## src/rtl/aes_round_sequencer.sv

```systemverilog
// aes_round_sequencer: AES-128/192/256 encrypt/decrypt control FSM driving the state matrix, key load and round-key store.
module aes_round_sequencer #(
  parameter int LANES = 1,
  parameter int IDX_W = 2
) (
  input  logic             clock,
  input  logic             reset_n,
  input  logic             start,
  input  logic [1:0]       key_len,
  input  logic             decrypt,
  input  logic             key_expand_done,
  input  logic             read_req,
  input  logic             abort,
  output logic             busy,
  output logic             done,
  output logic             err,
  output logic             key_start,
  output logic             key_wr_en,
  output logic [2:0]       key_word_idx,
  output logic [3:0]       op_sel,
  output logic             wr_en,
  output logic             in_row_col,
  output logic [IDX_W-1:0] in_idx,
  output logic             out_row_col,
  output logic [IDX_W-1:0] out_idx,
  output logic [3:0]       rk_idx,
  output logic [4:0]       dbg_state,
  output logic [3:0]       dbg_round
);
  localparam int BEATS = 4 / LANES;
  localparam logic [3:0] OP_LOAD = 4'd0, OP_SUB = 4'd1, OP_SHIFT = 4'd2, OP_MIX = 4'd3,
                         OP_ARK = 4'd4, OP_ISUB = 4'd5, OP_ISHIFT = 4'd6, OP_IMIX = 4'd7;
  typedef enum logic [4:0] {
    IDLE = 5'd0, LOAD_PT = 5'd1, LOAD_KEY = 5'd2, KEY_EXP = 5'd3, INIT_ARK = 5'd4,
    P1 = 5'd5, P2 = 5'd6, P3 = 5'd7, P4 = 5'd8, DONE = 5'd9, READ = 5'd10
  } state_t;
  state_t state_q, state_d, nxt;
  logic [2:0] beat_q, beat_d;
  logic [3:0] round_q, round_d;
  logic [1:0] kl_q, kl_d;
  logic dec_q, dec_d, err_q;
  logic [3:0] nr;
  logic [2:0] nk_last;
  logic [IDX_W-1:0] idx;
  logic last, last_rnd, cnt, fin, proc, eor, rc;
  always_ff @(posedge clock or negedge reset_n)
    if (!reset_n) begin
      state_q <= IDLE;
      beat_q  <= '0;
      round_q <= '0;
      kl_q    <= '0;
      dec_q   <= 1'b0;
      err_q   <= 1'b0;
    end else begin
      state_q <= state_d;
      beat_q  <= beat_d;
      round_q <= round_d;
      kl_q    <= kl_d;
      dec_q   <= dec_d;
      err_q   <= state_q == IDLE && start && key_len == 2'd3;
    end
  assign nr       = 4'd10 + {1'b0, kl_q, 1'b0};
  assign nk_last  = 3'd3 + {kl_q, 1'b0};
  assign idx      = IDX_W'(beat_q * LANES);
  assign last     = beat_q == 3'(BEATS - 1);
  assign last_rnd = round_q == nr;
  assign busy      = state_q != IDLE;
  assign done      = state_q == DONE;
  assign err       = err_q;
  assign dbg_state = state_q;
  assign dbg_round = round_q;
  always_comb begin
    state_d = state_q;
    beat_d = beat_q;
    round_d = round_q;
    kl_d = kl_q;
    dec_d = dec_q;
    nxt = state_q;
    cnt = 1'b0;
    fin = last;
    proc = 1'b0;
    eor = 1'b0;
    key_start = 1'b0;
    key_wr_en = 1'b0;
    key_word_idx = '0;
    op_sel = OP_LOAD;
    wr_en = 1'b0;
    in_row_col = 1'b0;
    in_idx = '0;
    out_row_col = 1'b0;
    out_idx = '0;
    rk_idx = '0;
    case (state_q)
      IDLE: if (start && key_len != 2'd3) begin
        state_d = LOAD_PT;
        kl_d = key_len;
        dec_d = decrypt;
        round_d = '0;
        beat_d = '0;
      end
      LOAD_PT: begin
        cnt = 1'b1;
        nxt = LOAD_KEY;
        wr_en = 1'b1;
        in_row_col = 1'b1;
        in_idx = idx;
        key_start = last;
      end
      LOAD_KEY: begin
        cnt = 1'b1;
        fin = beat_q == nk_last;
        nxt = KEY_EXP;
        key_wr_en = 1'b1;
        key_word_idx = beat_q;
      end
      KEY_EXP: if (key_expand_done) begin
        state_d = INIT_ARK;
        round_d = 4'd1;
      end
      INIT_ARK: begin
        proc = 1'b1;
        nxt = P1;
        op_sel = OP_ARK;
        rk_idx = dec_q ? nr : 4'd0;
      end
      P1: begin
        proc = 1'b1;
        nxt = P2;
        op_sel = dec_q ? OP_ISHIFT : OP_SUB;
      end
      P2: begin
        proc = 1'b1;
        nxt = (!dec_q && last_rnd) ? P4 : P3;
        op_sel = dec_q ? OP_ISUB : OP_SHIFT;
      end
      P3: begin
        proc = 1'b1;
        eor = dec_q && last_rnd;
        nxt = eor ? DONE : P4;
        op_sel = dec_q ? OP_ARK : OP_MIX;
        rk_idx = dec_q ? nr - round_q : 4'd0;
      end
      P4: begin
        proc = 1'b1;
        eor = 1'b1;
        nxt = last_rnd ? DONE : P1;
        op_sel = dec_q ? OP_IMIX : OP_ARK;
        rk_idx = dec_q ? 4'd0 : round_q;
      end
      DONE: if (read_req) state_d = READ;
      READ: begin
        cnt = 1'b1;
        nxt = IDLE;
        out_row_col = 1'b1;
        out_idx = idx;
      end
      default: state_d = IDLE;
    endcase
    rc = !(op_sel == OP_SHIFT || op_sel == OP_ISHIFT);
    if (proc) begin
      cnt = 1'b1;
      wr_en = 1'b1;
      in_row_col = rc;
      out_row_col = rc;
      in_idx = idx;
      out_idx = idx;
    end
    if (cnt) begin
      beat_d = fin ? 3'd0 : beat_q + 3'd1;
      if (fin) state_d = nxt;
      if (fin && eor && !last_rnd) round_d = round_q + 4'd1;
      if (fin && nxt == IDLE) round_d = '0;
    end
    if (abort && state_q != IDLE) begin
      state_d = IDLE;
      beat_d = '0;
      round_d = '0;
    end
  end
endmodule

```

## config.mk

```make
export PLATFORM = sky130hd
export DESIGN_NAME = aes_round_sequencer
export DESIGN_NICKNAME = d
export VERILOG_FILES = /design/src/rtl/aes_round_sequencer.sv
export SDC_FILE = /design/constraint.sdc
export NUM_CORES = 1
export LEC_CHECK = 0
export ABC_AREA = 0
export ABC_CLOCK_PERIOD_IN_PS = 2900
export CORE_MARGIN = 4
export CORE_UTILIZATION = 49
export CTS_CLUSTER_SIZE = 40
export DETAILED_ROUTE_END_ITERATION = 10
export PLACE_DENSITY = 0.87
export REMOVE_ABC_BUFFERS = 1
export SYNTH_ARGS = -nofsm -noshare
export SYNTH_HDL_FRONTEND = slang
export SYNTH_SLANG_ARGS = --single-unit
```

## constraint.sdc

```tcl
create_clock -name clock -period 2.9 [get_ports clock]
set_input_delay 0.58 -clock clock [delete_from_list [all_inputs] [get_ports clock]]
set_output_delay 0.58 -clock clock [all_outputs]
set_load 0.01 [all_outputs]
```

Word-level counts from Yosys, hierarchy flattened

Index checks and enable logic that the tools add are counted.

Add/subtract/negate cells: 5
Reduce and logical (&&, ||, !) cells: 23
Mux-type cells: 49
Equal/unequal tests: 17

Operator list:

| kind                                          | count |
|---|---|
| 2-to-1 mux 4 bit                              | 11 |
| case mux 5 bit (8 select lines)               | 1 |
| 2-to-1 mux 5 bit                              | 6 |
| 2-to-1 mux 3 bit                              | 9 |
| == test 5 x 3 -> 1 bit, second input constant | 4 |
| case mux 5 bit (4 select lines)               | 1 |
| == test 5 x 4 -> 1 bit, second input constant | 3 |
| case mux 3 bit (5 select lines)               | 1 |
| 2-to-1 mux 1 bit                              | 12 |
| case mux 4 bit (3 select lines)               | 1 |
| == test 5 x 2 -> 1 bit, second input constant | 2 |
| logical NOT 5 bit                             | 2 |
| 2-to-1 mux 2 bit                              | 5 |
| logical AND 1 bit                             | 9 |
| case mux 4 bit (2 select lines)               | 1 |
| OR reduction 8 bit                            | 1 |
| nonzero test 3 bit                            | 2 |
| == test 5 x 1 -> 1 bit, second input constant | 1 |
| nonzero test 5 bit                            | 1 |
| OR reduction 5 bit                            | 1 |
| adder 4 x 1 -> 4 bit, second input constant   | 1 |
| adder 4 x 3 -> 4 bit, first input constant    | 1 |
| == test 4 x 2 -> 1 bit, second input constant | 1 |
| == test 4 x 3 -> 1 bit, second input constant | 1 |
| other kinds (13)                              | 16 |

Logic and storage cells: 100
Register bits: 16

Longest topological paths before layout

Gate-level depths: netlist of the first run.

Depth in word-level cells: 10
Depth in mapped cells: 8

Worst setup path before layout of the first run

Ideal clock, no wire load.

Path type: flip-flop to flip-flop
From: reg state_q[4], in the netlist dbg_state[4]
To: reg state_q[3], in the netlist dbg_state[3]
Setup time: 69 ps
Path slack: 423 ps
Stages on the path, launching flop included: 8
Arrival time: 2409 ps
Period minus slack after synthesis: 2477 ps
Cells stage by stage: dfrtp_1 or4_1 buf_2 or4_4 a221o_1 buf_6 mux2_4 nor2_2

Cells in the longest elaborated chain, start to end: 6
Elaborated cells on any way between the ends: 25
Those cells by class: 10 x eq/ne; 9 x mux; 6 x reduce/logical

RTL lines:

| what                                                                | line     | RTL |
|---|---|---|
| start, declared                                                     | 37       | `state_t state_q, state_d, nxt;` |
| start signal, assigned                                              | 55       | `state_q <= state_d;` |
| == test 5 x 4 -> 1 bit (tied with other cells)                      | 93       | `case (state_q)` |
| OR reduction 8 bit (no line) (tied with other cells)                | n/a      |  |
| case mux 5 bit (4 select lines) or 2-to-1 mux 1 bit (tied branches) | 93       |  |
| 2-to-1 mux 5 bit or 2-to-1 mux 1 bit (tied branches)                | 170, 160 |  |
| 2-to-1 mux 5 bit                                                    | 168      | `if (cnt) begin` |
| 2-to-1 mux 5 bit *                                                  | 174      | `if (abort && state_q != IDLE) begin` |
| named net state_d[3]                                                | 37       |  |

The timed path passes the listed nets; every way through them passes the cells marked *.
A chain may end at the register's enable or synchronous reset.

Worst setup path after layout of the first run

From: reg state_q[3], in the netlist dbg_state[3]
To: out key_word_idx[2]

Cells in the longest elaborated chain, start to end: 2

RTL lines:

| what                   | line | RTL |
|---|---|---|
| == test 5 x 2 -> 1 bit | 93   |  |
| 2-to-1 mux 3 bit       | 93   |  |
| end, declared          | 19   | `output logic [2:0] key_word_idx,` |

Every way passes these cells.

==> results of run 1 <==
-- report_power, final --
group / internal (mW) / leakage (nW) / switching (mW)
Sequential: 0.234 / 0.208 / 0.0251
Clock: 0.0764 / 0.0210 / 0.0736
Combinational: 0.0891 / 0.726 / 0.0983
Total: 0.400 / 0.955 / 0.197
-- per-layer routing --
layer,GRT usage,up-vias,part of all wire
li1,-,859,-
met1,0.317,845,0.42
met2,0.350,112,0.45
met3,0.0444,20,0.099
met4,0.0933,0,0.026
met5,0,-,0
-- final cells by class --
| class | instances | area [um2] |
|---|---|---|
| flip-flops and latches | 16 | 405 |
| fillers | 266 | 910 |
| well taps | 44 | 55.1 |
| repair buffers | 57 | 532 |
| clock buffers | 4 | 36.3 |
| inverters | 10 | 37.5 |
| multi-input cells | 171 | 1130 |
-- flip-flops by register name, summed over array words and instances (netlist names) --
name and flops:
dbg_state 5, err 1, beat_q 3, kl_q 2
dbg_round 4, dec_q 1
-- cell usage in the layout, fill, tap and decap left out, drive strengths merged, types with 2 or more instances in the layout --
master and n:
clkdlybuf4s50 35, nor2 27, buf 18, dfrtp 16, nand2 15, a21oi 15
o21ai 11, nand3 10, inv 9, ha 7, nor3 6, and2 6
nor2b 5, nor3b 5, nand4 4, a21o 4, xor2 4, or4 4
clkbuf 4, nor4 3, and3 3, xnor2 3, nand2b 3, o221ai 3
a32oi 3, a211oi 3, dlymetal6s2s 3, o21a 2, o211a 2, a21boi 2
conb 2, mux2 2, a2111oi 2
-- worst min-delay path by stage --
stage | start | end | cells after the start
after detailed placement | kl_q[1] | kl_q[1] | 2
final | beat_q[2] | beat_q[2] | 2
after global routing | beat_q[2] | beat_q[2] | 2
after floorplan | reset_n | beat_q[0] | 0
after CTS | kl_q[1] | kl_q[1] | 2
after global placement | kl_q[1] | kl_q[1] | 2
-- through the flow --
step / hold slack, ns / instances / power (mW) / util
floorplan: 0.284 / 197 / 0.362 / -
global placement: 0.496 / 297 / 0.428 / 0.680
detailed placement: 0.499 / 297 / 0.433 / 0.680
CTS: 0.571 / 301 / 0.592 / 0.696
global route: 0.612 / 302 / 0.637 / 0.707
finish: 0.582 / 302 / 0.597 / 0.707
-- critical path: stages (launching register included) --
cell             delay (ns)
dfrtp_2                0.52
or4_1                  0.64
nor3_1                 0.20
clkdlybuf4s50_1        0.57
-- Yosys cell counts, types with 2 or more instances --
master     count  area [um2]
nor2_1        26        97.6
dfrtp_1       16         400
a21oi_1       15        75.1
nand2_1       15        56.3
clkbuf_1      12        45.0
nand3_1       10        50.1
o21ai_0       10        50.1
inv_1          9        33.8
ha_1           7        87.6
and2_1         6        37.5
nor3_1         6        30.0
nor2b_1        5        31.3
nor3b_1        5        37.5
a21o_1         4        30.0
nand4_1        4        25.0
xor2_1         4        35.0
a211oi_1       3        22.5
a32oi_1        3        26.3
and3_1         3        18.8
nand2b_1       3        18.8
nor4_1         3        18.8
o221ai_1       3        26.3
or4_1          3        22.5
xnor2_1        3        26.3
a2111oi_0      2        17.5
a21boi_0       2        15.0
o211a_1        2        20.0
o21a_1         2        15.0
-- repair_timing --
item / in CTS / in global routing
setup buffers: 0 / 1
endpoints found under the setup margin: 7 / 7
pin swaps: 0 / 1
resized for setup: 5 / 8
gates cloned: 0 / 0
-- cell families (layout without fill, tap and decap cells) --
group,count (synthesis),count (layout),synth area share
and+or+nand+nor,94,94,0.304
AOI/OAI and AO/OA,57,57,0.248
buffers and inverters,26,71,0.0686
DFF,16,16,0.249
adders and majority gates,8,8,0.0670
xor gates and xnor gates,7,7,0.0382
muxes,3,3,0.0226
other,1,2,0.00234
==> metrics, run 1 <==
GRT Util Overall 0.229; Routed wire per std cell 15.6 um; Root Driver clkbuf_4; CTS Buffer Depth 2; DR iter-0 viols 282; die span in y 65.2 um; max frequency 357 MHz; final WL 4700 um; I/O Pins 41; Layout area overhead 36.6%; initial antenna violation count 0; HP Class reg2reg; VDD IR max 0.296 mV; Critical Path Start Type flip-flop; Detailed Place HPWL 3410 um; Pwr Density ~270 nW/um2; Clk pin slew, worst setup/hold paths 0.10 ns; antenna viol nets, final 0; leakage 0.955 nW; global-route wire length before repair between 7000 and 8000 um; Data required, critical path approximately 2.3 ns; Congestion Overflow GR 0; Post-Syn Instances 212; setup_tns 0 ns; Antenna diodes 0; reg2reg start dbg_state[3]; Final period util 0.965; Post-Layout Inst Area roughly 2200 um2; crit path from dbg_state[3]; setup ws final 0.102 ns; worst skew pair latency 0.29 ns; reg2reg setup slack 0.16 ns; ys async rst share 1.00; clock period minus worst slack 2.80 ns; Placeable Area between 3000 and 4000 um2; initial core utilization 0.517; Rel. slew slack 0.506; flops & latches, synth 16; crit path DAT 2.22 ns; max-slew violations 0; hold_buf cts 0; vias in the first global route 1695; ys flop type dfrtp_1; status complete, no violations; Hold Vio Cnt, Final 0; Worst setup EP type output port; I/O Buffers 39; total vias in the final route 1836; GPL Wtd Cong 0.918; nets 276; largest net degree at the start of global routing 17; slew of the pin with the lowest slew margin 0.739 ns; CTS H-Tree Depth 1; Synth Warn # 0; Residual DRC 0; clk sink count 16; Syn Area/Cell 7.57 um2; placed cell area 2110 um2; Setup Skew between 0.006 and 0.007 ns; CTS tree done; Synth Cell Area 1610 um2; synth unique cells 54; setup violators final 0; Max-Cap Viols 0; post-synthesis sequential area ratio 0.249; share of cells above drive strength 1 0.136; post-place setup slack between 0.1 and 0.15 ns; Crit Path Category reg2out; r2r endpoint dbg_state[3]; FP Rows 20; die area between 4000 and 5000 um2; Post-synth EDFFs 0; Pre-Repair DR Iteration Count 5; Die X ~65 um; RSZ-0062 raised after global routing yes; worst-path fanout max 15; worst setup path endpoint key_word_idx[2]; FF-to-FF path depth 5; post-DR vias/cell 6.08; CTS Buf Count 3
No activity file was read; power rests on OpenSTA's default activity.
==> inputs of run 2 (changes only) <==
--- a/config.mk
+++ b/config.mk
@@ -11,8 +11,9 @@
 export CORE_UTILIZATION = 49
 export CTS_CLUSTER_SIZE = 40
 export DETAILED_ROUTE_END_ITERATION = 10
-export PLACE_DENSITY = 0.87
+export PLACE_DENSITY_LB_ADDON = 0.05
 export REMOVE_ABC_BUFFERS = 1
+export SLEW_MARGIN = 20
 export SYNTH_ARGS = -nofsm -noshare
 export SYNTH_HDL_FRONTEND = slang
 export SYNTH_SLANG_ARGS = --single-unit
==> run 2 against run 1 <==
Routed wire length grew 14%; critical path type unchanged; register-to-register slack gained 0.10 ns; cell area grew 3.0%; sequential power shrank 2%; combinational power grew 2%.
==> metrics, run 2 (synthesis results as in run 1) <==
global-route wire length before repair 8790 um; metal3 WL roughly 450 um; crit path DAT between 2 and 2.5 ns; share of the core filled with cells 0.728; commonest non-fill, non-tap cells in the layout clkdlybuf4s50_1 (33), buf_4 (27), nor2_1 (25); Root Driver clkbuf_4; VDD IR max ~0.18 mV; I/O Buffers 39; r2r endpoint dbg_state[2]; uppermost layer routed met4; die area 4260 um2; Final period util 0.984; Hold Vio Cnt, Final 0; FILL cells 265; DR iter-0 viols between 200 and 250; slew of the pin with the lowest slew margin 0.776 ns; post-place setup slack ~0.21 ns; Residual DRC 0; nets 285; initial core utilization 0.517; Congestion Overflow GR 0; setup violators final 0; Critical Path Start Type flip-flop; Pwr Density 267 nW/um2; Rel. slew slack 0.481; leakage 1.03 nW; initial antenna violation count 0; die span in y 65.2 um; reg2reg setup slack 0.26 ns; Pre-Repair DR Iteration Count 5; Post-Layout Cell Count 311; Setup Skew 0.00207 ns; Data required, critical path 2.32 ns; final WL 5360 um; max-slew violations 0; Layout area overhead 40.8%; FP Rows 20; leading cell type in the layout, fill and taps excluded clkdlybuf4s50_1; CTS Buffer Depth 2; setup_tns 0 ns; Antenna diodes 0; Max-Cap Viols 0; clk sink count 16; I/O Pins 41; total vias in the final route between 1500 and 2000; status complete, no violations; max frequency 350 MHz; reg2reg start dbg_state[3]; worst skew pair latency 0.29 ns; hold_buf cts 0; multi-input logic area around 1100 um2; CTS H-Tree Depth 1; hold endpoint kl_q[1]; largest net degree at the start of global routing 17; Die X 65.2 um; share of cells above drive strength 1 0.172; clock period minus worst slack approximately 2.9 ns; max reg flops 5; FF-to-FF path depth 6; dpl cells 296; Placeable Area 3100 um2; Clk pin slew, worst setup/hold paths 0.10 ns; Worst setup EP type output port; Reg area 407 um2; Crit Path Category reg2out; antenna viol nets, final 0; CTS tree done; hold path startpoint kl_q[1]; metal2 WL 2670 um; post-DR vias/cell 6.10; GPL Wtd Cong around 1.1; CTS Buf Count 3; worst-path fanout max 15; setup ws final about 0.045 ns; Routed wire per std cell 17.2 um; GRT Util Overall 0.261; HP Class reg2reg; worst hold path stage count 2; WL met1 between 2000 and 2500 um; Detailed Place HPWL 3990 um; vias in the first global route 1826
## run 2: cell type report
class	count	share of cell area
clock buffers	4	0.0161
inverters	10	0.0166
multi-input cells	171	0.497
flip-flops and latches	16	0.180
well taps	44	0.0244
repair buffers	66	0.266
## run 2: timing repair
| item | 4_1_cts | 5_1_grt |
|---|---|---|
| gates resized for setup | 10 | 8 |
| pin swaps | 0 | 1 |
| setup endpoints to repair | 9 | 10 |
| endpoints found under the hold margin | 0 | 0 |
| setup buffers | 0 | 11 |
## run 2: report_power, final
part           internal [mW]  total (mW)  switching (mW)
combinational         0.0853       0.191           0.105
clock                 0.0765       0.157          0.0801
sequential             0.234       0.255          0.0212
## run 2: worst max-delay path by stage
stage,from,endpoint,depth (start not counted)
floorplan,dbg_state[4],dbg_state[3],5
global placement,dbg_state[0],rk_idx[0],5
detailed placement,kl_q[0],rk_idx[3],6
CTS,dbg_state[3],in_idx[1],7
global route,dbg_state[2],in_idx[1],6
finish,dbg_state[2],op_sel[0],7
## run 2: metrics by stage
stage	power (mW)	instance area [um2]	hold WS (ns)
6_report	0.603	2260	0.550
5_1_grt	0.635	2260	0.597
4_1_cts	0.591	2150	0.545
3_5_place_dp	0.438	2100	0.524
3_3_place_gp	0.427	2100	0.498
2_1_floorplan	0.362	1540	0.284
## run 2: critical path, stage by stage (launching register included)
cell	delay (ns)
dfrtp_2	0.48
buf_4	0.21
nor3b_1	0.23
a21oi_1	0.06
nor3b_1	0.28
a21oi_1	0.10
nor2_1	0.09
clkdlybuf4s50_1	0.54
## run 2: metal layers
layer | vias to the layer above | GRT usage
met5 | - | 0
met3 | 16 | 0.0222
met4 | 0 | 0.0803
met2 | 120 | 0.460
met1 | 882 | 0.337
li1 | 879 | -
==> inputs of run 3 (changes only) <==
--- a/config.mk
+++ b/config.mk
@@ -11,6 +11,7 @@
 export CORE_UTILIZATION = 49
 export CTS_CLUSTER_SIZE = 40
 export DETAILED_ROUTE_END_ITERATION = 10
+export GPL_TIMING_DRIVEN = 0
 export PLACE_DENSITY_LB_ADDON = 0.05
 export REMOVE_ABC_BUFFERS = 1
 export SLEW_MARGIN = 20
==> run 3 against run 2 <==
Clock power fell by 4%; power is 1.9% lower; routed wire length down 8.0%; register-to-register slack got worse by 0.23 ns; first-iteration DRC count decreased by 14%; via count shrank 4.9%; hold slack got worse by 0.0057 ns; sequential share of layout area grew 0.95 points; critical path depth is 1 lower; final cell count shrank 4.2%; critical path type is now reg2reg.
==> metrics, run 3 (synthesis results as in run 1) <==
share of cells above drive strength 1 0.150; max-slew violations 0; reg2reg setup slack 0.03 ns; FP Rows 20; Final period util 0.991; Root Driver clkbuf_4; CTS Buffer Depth 2; worst path buffer plus inverter count 1; M2 GR Usage 0.372; VDD IR max 0.219 mV; global-route wire length before repair ~7500 um; Setup Skew 0.00678 ns; Rel. slew slack 0.493; I/O Buffers 39; vias in the first global route 1572; Layout area overhead 37.4%; Pwr Density about 270 nW/um2; max frequency roughly 350 MHz; hold endpoint kl_q[1]; Clk pin slew, worst setup/hold paths 0.10 ns; setup violators final 0; die area 4260 um2; GPL Wtd Cong just over 0.9; dpl cells 280; Placeable Area 3100 um2; hold_buf cts 0; reg2reg start dbg_state[3]; most used routing layer met2; die span in y 65.2 um; initial core utilization 0.517; CTS Buf Count 3; GRT Util Overall 0.221; Worst setup EP type flip-flop; met1 usage 0.307; leakage 0.934 nW; worst-path fanout max 11; CTS H-Tree Depth 1; r2r endpoint dbg_state[2]; status complete, no violations; DR iter-0 viols between 150 and 200; I/O Pins 41; commonest non-fill, non-tap cells in the layout clkdlybuf4s50_1 (33), nor2_1 (26), nand2_1 (15); largest net degree at the start of global routing 27; max reg flops 5; Routed wire per std cell between 15 and 20 um; slew of the pin with the lowest slew margin ~0.76 ns; Post-Layout Cell Count 298; Crit path top cell by count or4_4; initial antenna violation count 0; Die X 65.2 um; clock period minus worst slack roughly 2.9 ns; Critical Path Start Type flip-flop; Crit Path Category reg2reg; post-DR vias/cell 6.05; Detailed Place HPWL 3260 um; FF-to-FF path depth 6; Worst path max stage delay around 0.55 ns; Data required, critical path 3.07 ns; Max-Cap Viols 0; Hold Vio Cnt, Final 0; HP Class reg2reg; nets 272; Residual DRC 0; CP delay by family, top simple AND/OR/NAND/NOR gates; total vias in the final route 1804; leading cell type in the layout, fill and taps excluded clkdlybuf4s50_1; Antenna diodes 0; CTS tree done; hold path startpoint kl_q[1]; met3 usage 0.0188; clk sink count 16; crit path DAT 3.04 ns; share of the core filled with cells 0.711; Crit-path slowest cell dfrtp_4; final WL 4930 um; Pre-Repair DR Iteration Count 7; antenna viol nets, final 0; critical-path cell list buf_4 -> or4_4 -> or4_4 -> a221o_2 -> a311oi_1 -> a211oi_1; Congestion Overflow GR 0; worst hold path stage count 2; worst skew pair latency 0.29 ns
run 3: cell count changes in the layout (fill, tap and decap cells not counted), sizes merged:
cell | previous run | this run
buf | 27 | 12
dlymetal6s2s | 4 | 2
dlygate4sd2 | 2 | 4
clkbuf | 4 | 6
run 3: where the power goes:
group	internal, mW	switching [mW]
sequential	0.235	0.0253
clock	0.0765	0.0744
combinational	0.0823	0.0975
run 3: how the worst max path moves through the flow:
stage,startpoint,endpoint,slack [ns],depth (start not counted)
global placement,dbg_state[0],rk_idx[0],-0.16,5
finish,dbg_state[3],dbg_state[2],0.03,6
global route,dbg_state[2],dbg_state[2],-0.007,6
detailed placement,dbg_state[0],rk_idx[0],-0.21,5
CTS,dbg_state[0],in_idx[0],-0.06,5
floorplan,dbg_state[4],dbg_state[3],0.24,5
run 3: stage by stage:
stage	TNS, ns	hold WS [ns]	total power [mW]	cell area [um2]	setup WS (ns)
4_1_cts	-0.111	0.540	0.583	2080	-0.0585
2_1_floorplan	0	0.284	0.362	1540	0.236
6_report	0	0.544	0.591	2210	0.0267
5_1_grt	-0.00685	0.581	0.626	2210	-0.00685
3_3_place_gp	-0.476	0.492	0.415	1980	-0.161
3_5_place_dp	-0.592	0.516	0.420	1980	-0.214
run 3: what timing repair did:
item | CTS | global route
gates cloned | 0 | 0
setup buffers | 2 | 12
setup endpoints to repair | 23 | 10
resized for setup | 21 | 10
run 3: routing by layer:
layer / vias to the layer above / part of all wire
met1: 840 / 0.43
met5: - / 0
met3: 12 / 0.084
met4: 0 / 0.014
li1: 853 / -
met2: 99 / 0.47
run 3: final cells by class:
type / instances / area, um2
well taps: 44 / 55.1
flip-flops and latches: 16 / 418
clock buffers: 4 / 36.3
repair buffers: 53 / 495
fillers: 271 / 897
inverters: 10 / 37.5
multi-input cells: 171 / 1160
run 3: tightest hold or removal path, stage by stage, from the launching register on:
cell and delay (ns):
dfrtp_1 0.37, nor2_1 0.05, nor2_1 0.08
